[src/rtl/sra_controller.sv]
// sra_controller -- control FSM for the 16-bit SRA datapath.
// Sequences the datapath through sqrt(a^2+b^2) ~= max(x, x - x/8 + y/2),
// x = max(|a|,|b|), y = min(|a|,|b|).
// Ports:
//   clk, rst          clock, synchronous active-high reset
//   start             begin a computation (sampled only in IDLE)
//   r1_msb, r2_msb    sign bits of datapath R1 / R2
//   au1_msb, au2_msb  sign bits of the combinational AU1 / AU2 outputs
//   ctrl_word[20:0]   datapath control word
//   busy              high in every state except IDLE
//   done              one-cycle pulse, datapath Out valid in this cycle
module sra_controller (
    input  logic        clk,
    input  logic        rst,
    input  logic        start,
    input  logic        r1_msb,
    input  logic        r2_msb,
    input  logic        au1_msb,
    input  logic        au2_msb,
    output logic [20:0] ctrl_word,
    output logic        busy,
    output logic        done
);

    typedef enum logic [3:0] {
        IDLE, LOAD, ABS1, ABS2, CMP, HALF, XREG, SUB, ADD, MAX_C, MAX_W, DONE
    } state_t;

    // Field order matches the datapath's control-word bit layout, MSB first.
    typedef struct packed {
        logic       rsvd;
        logic       w_r5, w_r4, w_r3, w_r2, w_r1;
        logic       s1_aau2, s0_aau2, s1_r5, s0_r5, s1_bau1, s0_bau1;
        logic       s1_r2, s0_r2, s1_r1, s0_r1;
        logic [1:0] au2;
        logic [1:0] au1;
        logic       o_en;
    } ctrl_t;

    localparam logic [1:0] AU1_PASS_A = 2'b00, AU1_NEG_B = 2'b01,
                           AU1_SUB    = 2'b10, AU1_PASS_B = 2'b11;
    localparam logic [1:0] AU2_PASS_A = 2'b00, AU2_SUB = 2'b10, AU2_ADD = 2'b11;

    state_t state, state_nxt;
    logic   swap, swap_nxt;   // 1: R2 holds x, R1 holds y
    logic   ge, ge_nxt;       // R4 >= R5, captured in MAX_C
    ctrl_t  cw;

    always_ff @(posedge clk) begin
        if (rst) begin
            state <= IDLE;
            swap  <= 1'b0;
            ge    <= 1'b0;
        end else begin
            state <= state_nxt;
            swap  <= swap_nxt;
            ge    <= ge_nxt;
        end
    end

    // Selects and AU codes depend on state only; only write enables (and the
    // swap/ge captures) look at status bits, so no loop through au*_msb.
    always_comb begin
        state_nxt = state;
        swap_nxt  = swap;
        ge_nxt    = ge;
        cw        = '0;
        busy      = 1'b1;
        done      = 1'b0;
        case (state)
            IDLE: begin
                busy = 1'b0;
                if (start) state_nxt = LOAD;
            end
            LOAD: begin
                cw.s0_r1 = 1'b1; cw.s0_r2 = 1'b1;
                cw.w_r1  = 1'b1; cw.w_r2  = 1'b1;
                state_nxt = ABS1;
            end
            ABS1: begin
                cw.s0_bau1 = 1'b1; cw.au1 = AU1_NEG_B; cw.s1_r1 = 1'b1;
                cw.w_r1    = r1_msb;
                state_nxt  = ABS2;
            end
            ABS2: begin
                cw.s1_bau1 = 1'b1; cw.au1 = AU1_NEG_B; cw.s1_r2 = 1'b1;
                cw.w_r2    = r2_msb;
                state_nxt  = CMP;
            end
            CMP: begin
                cw.s1_bau1 = 1'b1; cw.au1 = AU1_SUB;
                swap_nxt   = au1_msb;   // R1 - R2 < 0 -> x lives in R2
                state_nxt  = HALF;
            end
            HALF: begin
                cw.w_r3 = 1'b1;         // R3 <= y >> 1
                if (!swap) begin
                    cw.s1_bau1 = 1'b1; cw.au1 = AU1_PASS_B;
                end else begin
                    cw.au1 = AU1_PASS_A;
                end
                state_nxt = XREG;
            end
            XREG: begin
                cw.w_r4 = 1'b1; cw.s0_r5 = 1'b1; cw.w_r5 = 1'b1;
                if (!swap) begin
                    cw.au1 = AU1_PASS_A;
                end else begin
                    cw.s1_bau1 = 1'b1; cw.au1 = AU1_PASS_B;
                end
                state_nxt = SUB;
            end
            SUB: begin
                cw.s0_aau2 = 1'b1; cw.au2 = AU2_SUB; cw.s1_r5 = 1'b1; cw.w_r5 = 1'b1;
                state_nxt  = ADD;
            end
            ADD: begin
                cw.s1_aau2 = 1'b1; cw.au2 = AU2_ADD; cw.s1_r5 = 1'b1; cw.w_r5 = 1'b1;
                state_nxt  = MAX_C;
            end
            MAX_C: begin
                cw.s0_aau2 = 1'b1; cw.au2 = AU2_SUB;
                ge_nxt     = ~au2_msb;
                state_nxt  = MAX_W;
            end
            MAX_W: begin
                cw.s0_aau2 = 1'b1; cw.au2 = AU2_PASS_A; cw.s1_r5 = 1'b1;
                cw.w_r5    = ge;
                state_nxt  = DONE;
            end
            DONE: begin
                cw.o_en   = 1'b1;
                done      = 1'b1;
                state_nxt = IDLE;
            end
            default: begin
                busy      = 1'b0;
                state_nxt = IDLE;
            end
        endcase
    end

    assign ctrl_word = cw;

endmodule

[config.mk]
export PLATFORM = sky130hd
export DESIGN_NAME = sra_controller
export DESIGN_NICKNAME = d
export VERILOG_FILES = /design/src/rtl/sra_controller.sv
export SDC_FILE = /design/constraint.sdc
export NUM_CORES = 1
export LEC_CHECK = 0
export ABC_CLOCK_PERIOD_IN_PS = 1600
export BUFFER_PORTS_ARGS = -buffer_cell sky130_fd_sc_hd__buf_4
export CORE_AREA = 2 2 39 41
export CTS_CLUSTER_SIZE = 30
export DETAILED_ROUTE_END_ITERATION = 12
export DIE_AREA = 0 0 41 43
export GPL_TIMING_DRIVEN = 0
export HOLD_SLACK_MARGIN = 0.1
export PLACE_DENSITY_LB_ADDON = 0.2
export SETUP_SLACK_MARGIN = 0.2
export SLEW_MARGIN = 20
export SYNTH_ARGS = -nofsm -noshare
export SYNTH_HDL_FRONTEND = slang
export SYNTH_SLANG_ARGS = --single-unit
export TNS_END_PERCENT = 50
[constraint.sdc]
create_clock -name clk -period 1.6 [get_ports clk]
set_clock_uncertainty 0.05 [all_clocks]
set_input_delay 0.08 -clock clk [delete_from_list [all_inputs] [get_ports clk]]
set_output_delay 0.08 -clock clk [all_outputs]
set_load 0.02 [all_outputs]
# After elaboration in Yosys (flattened, before gate mapping)
# Cells that the tools add are included.
# word_totals
ff_bits	6
latch_bits	0
ramBits	0
rom_bits	0
out_inout_bits	23
wordCells	46
mem_count	0
# op_classes
n_addsub	0
n_mul	0
div_mod_pow	0
n_lt_le_gt_ge	0
n_eq_ne	12
shift	0
n_mux	22
bitwise	1
reduce_logical	8
# op_table
cell	count
$pmux W4 S11	1
$eq A4 B3 Y1 const B	4
$eq A4 B4 Y1 const B	4
$mux W1	12
$reduce_or A11 Y1	1
$reduce_or A3 Y1	3
$eq A4 B2 Y1 const B	2
$pmux W2 S4	1
$pmux W1 S2	3
$reduce_or A2 Y1	3
$eq A4 B1 Y1 const B	1
$logic_not A4 Y1	1
$mux W2	2
$mux W4	1
$pmux W2 S2	1
$pmux W1 S3	1
$ne A2 B2 Y1 const B	1
$not A1 Y1	1

# Depth between registers and ports, before layout
# Gate-level depths: netlist of the first run.
# depth
depth_word	3
mapped_depth	5
depth_no_buf	3

# Least setup slack after synthesis of the first run
# No wires, ideal clock.
# synth_timing
path_type	reg-to-output
startpoint	register state[0]
endpoint	output ctrl_word[7]
arrival_time_ns	1.465
required_time_ns	1.470
setup_slack_ns	0.005
path_stages_with_launch	5
path_buffers	2
path_cell_list	dfxtp_1 -> buf_2 -> nand2b_1 -> nor3_1 -> buf_4
# synth_via
elab_chain_cells	2
# synth_lines
element	line	rtl
start, declared	44	state_t state, state_nxt;
start signal, assigned	55	state <= state_nxt;
$eq A4 B1 Y1	--	
$mux W1	--	
end, declared	20	output logic [20:0] ctrl_word,
# Every way passes these cells.

# Worst setup path in the final report of the first run
# layout_timing
startpoint	register state[1]
endpoint	output ctrl_word[10]
# layout_via
elab_chain_cells	3
word_cells_on_any_way	6
classes_between	eq/ne: 4; mux: 1; reduce/logical: 1
# layout_lines
element	line	rtl
$eq A4 B3 Y1 or $eq A4 B2 Y1 (tied branches)	70	case (state)
$reduce_or A2 Y1 (no line)	--	
$pmux W1 S3 *	70	
# Mark *: on every way between the ends. The rest lies on a longest branch, timed or not.

==> flow_summary.json, run 1 <==
{
  "finalHoldViolations": 0,
  "port_buffers": 28,
  "setup_violations": 0,
  "ios": 30,
  "power_uw": 608.8,
  "cts_buffer_depth": 2,
  "synth-xor-area-share_pct": 1.679,
  "rows": 14,
  "nNetsFinal": 129,
  "critPathKind": "register to output port",
  "fillers": 86,
  "wl_met3_um": 96,
  "dr.pass1.iters": 4,
  "critPathSlowestCell": "dfxtp_4",
  "met1_length_um": 802,
  "num_vias": 726,
  "final_common_cell": "buf_4",
  "fin_hold_ws_ns": 0.4442,
  "worstPathRequired_ns": 1.47,
  "cp-end-kind": "output port",
  "grt_overflow_total": 0,
  "setup.worst_path.start_class": "register",
  "grt_max_degree": 11,
  "antenna_cells": 0,
  "grt_pass1_wl_um": 2477,
  "seq_area_frac_synth_pct": 23.02,
  "synthCells": 72,
  "hold_path_class": "register to register",
  "final_cell_mix": "38 x buf_4, 9 x buf_6, 7 x nor2_1",
  "root_buffer": "clkbuf_4",
  "synth_cell_types": 27,
  "ys_warn_count": 0,
  "leakagePower_uw": 0.0005029,
  "rsz0062_at_grt": "true",
  "drc": 0,
  "multi_input_area_sq_um": 429.2,
  "die_w_um": 41,
  "met2_length_um": 987,
  "ant_nets": 0,
  "drive_gt1_share_pct": 68.33,
  "finalSetupTns_ns": 0,
  "yosys_register_bits": 6,
  "wl_um": 1949,
  "dp_hpwl_um": 1031,
  "viasPerCell": 5.338,
  "critPathArrivalTime_ns": 1.31,
  "place.gp.congestion": 0.7715,
  "antenna_found_initial": 0,
  "cts_buffers": 3,
  "fmax_mhz": 692.5,
  "clk_latency_ns": 0.25,
  "ys_top_cells_by_area": "dfxtp_1 23%, buf_4 10%, nor3_1 7.7%",
  "seq_area_sq_um": 130.1,
  "fin_crit_sh_pct": 90.25,
  "slew_viol_final": 0,
  "coreArea_sq_um": 1384,
  "ir_drop_mv": 0.4942,
  "numClockSinks": 6,
  "grt_pass1_vias": 570,
  "syn-cell-area_sq_um": 521.8,
  "synth_top_family_by_area": "simple AND/OR/NAND/NOR gates",
  "areaGrowthSynthToFinish_pct": 118.5,
  "max-cap-violations": 0,
  "synth_top_area_share_pct": 23.02,
  "drtIter0Drc": 32,
  "outcome": "completed",
  "synthSimpleGateAreaFrac_pct": 38.85,
  "htree_num_levels": 1,
  "cp_slowest_stage_delay_ns": 0.39,
  "synth-compound-area-share_pct": 18.23,
  "crit_chain": "buf_8 -> a21oi_1 -> a211oi_2 -> buf_4",
  "top_layer": "met4",
  "post_drt_wl_per_cell_um": 14.33,
  "cts_tree": "yes",
  "muxShareOfSynthArea_pct": 1.918,
  "synthAdderAreaFrac_pct": 0,
  "clk_pin_slew_worst_paths_ns": 0.05,
  "hold_path_depth": 2,
  "syn_nets": 79,
  "powerDensity_nw_per_um2": 534.1,
  "die_y_um": 43,
  "grt_usage_pct": 19.84,
  "post-route-min-period_ns": 1.444,
  "reg2reg_depth": 5,
  "cp_max_fo": 9,
  "yosys.area.top_type": "dfxtp_1",
  "synth.avg_cell_area_sq_um": 7.247,
  "fp.dieArea_sq_um": 1763,
  "initial_core_util_pct": 37.70
}
timing repair:
| action | 4_1_cts | 5_1_grt |
|---|---|---|
| pin swaps | 5 | 4 |
| setup endpoints to repair | 22 | 15 |
| buffers inserted | 9 | 1 |
| hold buffers | 4 | 0 |
| gates cloned | 1 | 2 |
| resized for setup | 39 | 12 |
| hold endpoints to repair | 6 | 0 |
through the flow:
| stage | utilization (%) | instance area [sq um] | setup slack, ns | std cells |
|---|---|---|---|---|
| 2_1_floorplan | - | 526.8 | 0.05430 | 72 |
| 4_1_cts | 76.58 | 1060 | 0.1801 | 133 |
| 3_3_place_gp | 54.70 | 757.0 | 0.2756 | 116 |
| 3_5_place_dp | 54.70 | 757.0 | 0.2456 | 116 |
| 6_report | 82.37 | 1140 | 0.1559 | 136 |
| 5_1_grt | 82.37 | 1140 | 0.1246 | 136 |
logic make-up (layout without fill, tap and decap cells):
logic type / Yosys count / in the layout
other: 1 / 1
AOI/OAI and AO/OA: 14 / 14
DFF: 6 / 6
muxes: 1 / 1
xor gates and xnor gates: 1 / 1
buffers and inverters: 13 / 61
and+or+nand+nor: 36 / 36
worst max-delay path, delay by kind of cell, from the launching register on:
kind | cells | cell delay, ns
AO/OA/AOI/OAI | 2 | 0.32
flip-flops | 1 | 0.39
buffers and inverters | 2 | 0.35
report_power, final:
group | leakage (uW) | switching (uW) | internal, uW | total, uW
clock | 0.0000138 | 60.2 | 85.2 | 145
combinational | 0.000438 | 145 | 149 | 294
sequential | 0.0000511 | 12.3 | 157 | 169
sequential cells by signal, summed over array words and instances (netlist names):
register  flops
swap          1
ge            1
state         4
layer usage:
metal | global-route usage [%] | up-vias
met5 | 0 | -
met1 | 27.92 | 349
li1 | - | 345
met3 | 1.571 | 6
met4 | 8.000 | 0
met2 | 30.00 | 26
cell type report:
type / count / area share, %
multi-input cells: 53 / 37.65
repair buffers: 45 / 35.57
flip-flops and latches: 6 / 11.42
plain buffers: 12 / 11.31
clock buffers: 3 / 1.976
well taps: 16 / 1.756
inverters: 1 / 0.3293
synthesized netlist by cell type:
library cell  number
a32o_1             1
buf_2              5
a21boi_0           1
conb_1             1
nor4_1             2
o21ai_0            2
a211oi_1           1
nand3b_1           1
nand3_1            1
a21o_1             1
a21oi_1            4
nor3_1             8
and4bb_1           1
nor2b_1            5
o21ai_1            1
mux2i_1            1
nor2_1             9
nand2b_1           6
a21oi_2            1
xor2_1             1
dfxtp_1            6
a211oi_2           1
nor4b_2            1
o22ai_1            1
buf_4              7
nand2_1            2
inv_2              1
final timing paths:
path / start / endpoint / slack, ns
setup / recovery: state[1] / ctrl_word[10] / 0.16
hold / removal: ge / ge / 0.44
setup reg to reg: state[3] / swap / 0.21
hold reg to reg: ge / ge / 0.44
Note: power is estimated with default switching activity, not from simulation.
==> run 2: changes to the inputs <==
Settings changed: CELL_PAD_IN_SITES_DETAIL_PLACEMENT set to 0, CELL_PAD_IN_SITES_GLOBAL_PLACEMENT set to 1, CORE_AREA 2 2 39 41 to unset, CORE_ASPECT_RATIO set to 1.1, CORE_MARGIN set to 2, CORE_UTILIZATION set to 30, DIE_AREA 0 0 41 43 to unset.
==> flow_summary.json, run 2 (synthesis gave the netlist of run 1 again) <==
{
  "leakagePower_uw": 0.0004514,
  "ir_drop_mv": 0.4804,
  "slew_viol_final": 0,
  "place.gp.congestion": 0.7286,
  "critPathArrivalTime_ns": 1.27,
  "drc": 0,
  "power_uw": 566.5,
  "grt_pass1_wl_um": 2401,
  "outcome": "completed",
  "ant_nets": 0,
  "viasPerCell": 4.832,
  "num_vias": 633,
  "powerDensity_nw_per_um2": 558.3,
  "areaGrowthSynthToFinish_pct": 94.48,
  "nNetsFinal": 123,
  "multi_input_area_sq_um": 405.4,
  "reg_top3": "state (4), ge (1), swap (1)",
  "rsz0062_at_grt": "true",
  "fillers": 145,
  "fin_hold_ws_ns": 0.4607,
  "coreArea_sq_um": 1595,
  "finalHoldViolations": 0,
  "critPathKind": "register to output port",
  "finalSetupTns_ns": 0,
  "cts_tree": "yes",
  "cts_buffer_depth": 2,
  "cp-end-kind": "output port",
  "largest_reg_flops": 4,
  "max-cap-violations": 0,
  "antenna_found_initial": 0,
  "hold_path_class": "register to register",
  "grt_overflow_total": 0,
  "setup_violations": 0,
  "grt_pass1_vias": 569,
  "cp_max_fo": 10,
  "clk_latency_ns": 0.24,
  "root_buffer": "clkbuf_4",
  "fmax_mhz": 713.8,
  "post_drt_wl_per_cell_um": 11.24,
  "cts_buffers": 3,
  "die_y_um": 47.74,
  "final_common_cell": "buf_4",
  "ios": 30,
  "setup.worst_path.start_class": "register",
  "seq_area_sq_um": 128.9,
  "grt_max_degree": 11,
  "dp_hpwl_um": 986.6,
  "die_w_um": 43.76,
  "regToRegSetupSlack_ns": 0.31,
  "numClockSinks": 6,
  "wl_um": 1472,
  "grt_usage_pct": 15.59,
  "clk_pin_slew_worst_paths_ns": 0.04,
  "worstPathRequired_ns": 1.47,
  "drive_gt1_share_pct": 61.40,
  "antenna_cells": 0,
  "port_buffers": 28,
  "final_cell_mix": "38 x buf_4, 7 x nor2_1, 5 x nor3_1",
  "regMostFlops": "state",
  "fp.dieArea_sq_um": 2089,
  "dr.pass1.iters": 4,
  "rows": 15,
  "drtIter0Drc": 5,
  "htree_num_levels": 1,
  "dpl_cell_area_sq_um": 758.2,
  "post-route-min-period_ns": 1.401,
  "fin_area_sq_um": 1015,
  "fin_crit_sh_pct": 87.56,
  "initial_core_util_pct": 32.71
}
run 2: cell types whose count changed in the layout (fill, tap and decap cells not counted), sizes merged:
| cell | before | now |
|---|---|---|
| clkbuf | 4 | 3 |
| buf | 52 | 47 |
run 2: layer usage:
layer	wire length (um)	track usage (%)	up-vias
li1	-	-	325
met1	642	17.69	287
met2	739	27.06	19
met3	79	3.396	2
met4	10	9.697	0
met5	0	0	-
run 2: timing repair:
action / CTS / global route
gates resized for setup: 22 / 24
endpoints found under the setup margin: 22 / 18
pin swaps: 3 / 3
hold buffers: 4 / 0
setup buffers: 2 / 3
cloned: 1 / 1
hold endpoints to repair: 6 / 0
run 2: worst max-delay path, stage by stage, from the launching register on:
cell      delay [ns]
dfxtp_1         0.33
buf_6           0.14
buf_8           0.15
a21oi_1         0.06
a211oi_2        0.19
buf_4           0.17
run 2: through the flow:
| stage | std cells | setup slack, ns | util, % |
|---|---|---|---|
| after floorplan | 72 | 0.05430 | - |
| after global placement | 117 | 0.2648 | 47.53 |
| after detailed placement | 117 | 0.2615 | 47.53 |
| after CTS | 127 | 0.1664 | 57.49 |
| after global routing | 131 | 0.1245 | 63.61 |
| final | 131 | 0.1990 | 63.61 |
run 2: area by class of cell:
type                            instances  share of cell area, %
Inverter                                1                 0.6165
Buffer                                 12                  12.70
Tap cell                               17                  2.096
Clock buffer                            3                  2.219
Timing Repair Buffer                   39                  29.72
Multi-Input combinational cell         53                  39.95
Sequential cell                         6                  12.70
run 2: final timing paths:
check | to | depth (start not counted) | start
max | ctrl_word[10] | 5 | state[2]
min | ge | 2 | ge
max reg2reg | swap | 5 | state[1]
min reg2reg | ge | 2 | ge
run 2: power by group:
part | internal, uW | switching, uW
clock network | 84.7 | 52.5
registers | 157 | 11.4
logic | 131 | 130
total | 373 | 193
==> run 3: changes to the inputs <==
Settings changed: ABC_CLOCK_PERIOD_IN_PS 1600 to 1300, CORE_UTILIZATION 30 to 28.
Clock period 1.6 ns to 1.3 ns, I/O delays scaled along.
==> flow_summary.json, run 3 (synthesis gave the netlist of run 1 again) <==
{
  "cts_buffers": 3,
  "fp.dieArea_sq_um": 2225,
  "r2r_end": "swap",
  "p_int_uw": 553.6,
  "min_from": "r2_msb",
  "areaGrowthSynthToFinish_pct": 160.4,
  "cts_tree": "yes",
  "drc": 0,
  "regMostFlops": "state",
  "place.gp.congestion": 0.7330,
  "hold_end": "ctrl_word[16]",
  "hold_path_class": "primary input to output port",
  "largest_reg_flops": 4,
  "port_buffers": 28,
  "fillers": 131,
  "ant_nets": 0,
  "dpl_cell_area_sq_um": 892.1,
  "critPathTopFamily": "buffers and inverters",
  "grt_overflow_total": 0,
  "grt_max_degree": 11,
  "post-route-min-period_ns": 1.429,
  "max-cap-violations": 0,
  "p_sw_uw": 291.0,
  "clk_pin_slew_worst_paths_ns": 0.04,
  "nNetsFinal": 135,
  "critPathArrivalTime_ns": 1.31,
  "top_layer": "met4",
  "met2_length_um": 1174,
  "wl_um": 2041,
  "antenna_found_initial": 0,
  "fin_area_sq_um": 1359,
  "die_w_um": 45.16,
  "num_vias": 715,
  "leakagePower_uw": 0.0005807,
  "regToRegSetupSlack_ns": 0.08,
  "dp_hpwl_um": 1091,
  "hold_path_depth": 4,
  "grt_pass1_wl_um": 3036,
  "antenna_cells": 0,
  "viasPerCell": 4.965,
  "dr.pass1.iters": 4,
  "cts_buffer_depth": 2,
  "finalHoldViolations": 0,
  "slew_viol_final": 0,
  "setup.worst_path.start_class": "register",
  "root_buffer": "clkbuf_4",
  "path_buf_inv": 3,
  "fmax_mhz": 699.9,
  "coreArea_sq_um": 1762,
  "worst_slack_ns": -0.1287,
  "cp_slowest_stage_delay_ns": 0.33,
  "violations": "negative setup slack",
  "fin_hold_ws_ns": 0.4525,
  "rows": 16,
  "seq_power_share_pct": 25.3,
  "crit_chain": "buf_6 -> buf_12 -> nor4_4 -> a21oi_2 -> buf_4",
  "multi_input_area_sq_um": 506.7,
  "outcome": "finished with violations",
  "ir_drop_mv": 0.5215,
  "clk_latency_ns": 0.24,
  "pwr-share-clk_pct": 20.0,
  "combPwrFrac_pct": 54.6,
  "htree_num_levels": 1,
  "initial_core_util_pct": 29.62,
  "grt_usage_pct": 18.70,
  "drive_gt1_share_pct": 77.78,
  "numClockSinks": 6,
  "final_cell_mix": "30 x buf_4, 20 x buf_6, 4 x nor3_4, 4 x nor2_1, 4 x dlygate4sd3_1",
  "wl_met3_um": 91,
  "reg2reg_from": "state[3]",
  "drtIter0Drc": 3,
  "fin_crit_sh_pct": 109.9,
  "final_common_cell": "buf_4",
  "post_drt_wl_per_cell_um": 14.17,
  "crit_start": "state[2]",
  "swShare_pct": 34.46,
  "cp_max_fo": 6,
  "powerDensity_nw_per_um2": 621.6,
  "rsz0062_at_grt": "true",
  "reg2reg_depth": 5,
  "seq_area_sq_um": 130.1,
  "critPathSlowestCell": "dfxtp_2",
  "met1_length_um": 726,
  "critPathKind": "register to output port",
  "cp-end-kind": "output port",
  "ios": 30,
  "worstPathRequired_ns": 1.19,
  "grt_pass1_vias": 688,
  "setup_violations": 20,
  "reg_top3": "state (4), ge (1), swap (1)",
  "die_y_um": 49.28
}
[run 3: changes by cell type in the layout (fill, tap and decap cells not counted), moves of 3 or more]
cell and delta:
nor2b_4 +3, nor3_1 -3, nor2_1 -3, buf_4 -8, a21oi_1 -3, buf_6 +16
[run 3: area by class of cell]
| type | count | share of cell area (%) |
|---|---|---|
| Timing Repair Buffer | 51 | 38.12 |
| Multi-Input combinational cell | 53 | 37.29 |
| Buffer | 12 | 11.23 |
| Sequential cell | 6 | 9.576 |
| Clock buffer | 3 | 1.657 |
| Tap cell | 18 | 1.657 |
| Inverter | 1 | 0.4604 |
[run 3: worst max path at each step]
stage | end | slack (ns) | cells after the start
after floorplan | ctrl_word[7] | 0.12 | 4
after global placement | ctrl_word[1] | 0.08 | 5
after detailed placement | ctrl_word[1] | 0.08 | 5
after CTS | busy | -0.11 | 5
after global routing | ctrl_word[1] | -0.19 | 4
final | busy | -0.13 | 5
[run 3: through the flow]
stage               setup TNS (ns)  setup WS [ns]  utilization (%)  instances  power [uW]
finish                      -1.164        -0.1287            77.13        144       844.6
CTS                         -1.061        -0.1089            69.82        140       790.6
detailed placement               0        0.08304            50.64        118       488.9
global route                -2.313        -0.1877            77.13        144       889.0
global placement                 0        0.08393            50.64        118       488.5
floorplan                        0         0.1242                -         72       400.2
[run 3: routing by layer]
| layer | global-route usage [%] | up-vias |
|---|---|---|
| met3 | 2.593 | 5 |
| met2 | 35.48 | 28 |
| met4 | 7.353 | 0 |
| met1 | 19.33 | 324 |
| li1 | - | 358 |
| met5 | 0 | - |
[run 3: repair_timing]
item | 4_1_cts | 5_1_grt
hold endpoints to repair | 6 | 0
setup endpoints to repair | 23 | 25
buffers inserted | 13 | 2
pin swaps | 6 | 5
gates cloned | 2 | 2
hold buffers | 4 | 0
gates resized for setup | 32 | 22
[run 3: power by group through the flow]
stage	sequential [uW]	combinational, uW	clock [uW]
6_report	214	462	169
5_1_grt	215	487	187
4_1_cts	210	405	176
3_5_place_dp	211	278	0
3_3_place_gp	211	277	0
2_1_floorplan	208	192	0
[run 3: tightest hold or removal path, stage by stage]
cell and delay [ns]:
buf_4 0.08, nor2b_1 0.04, nor3_2 0.10, buf_4 0.16
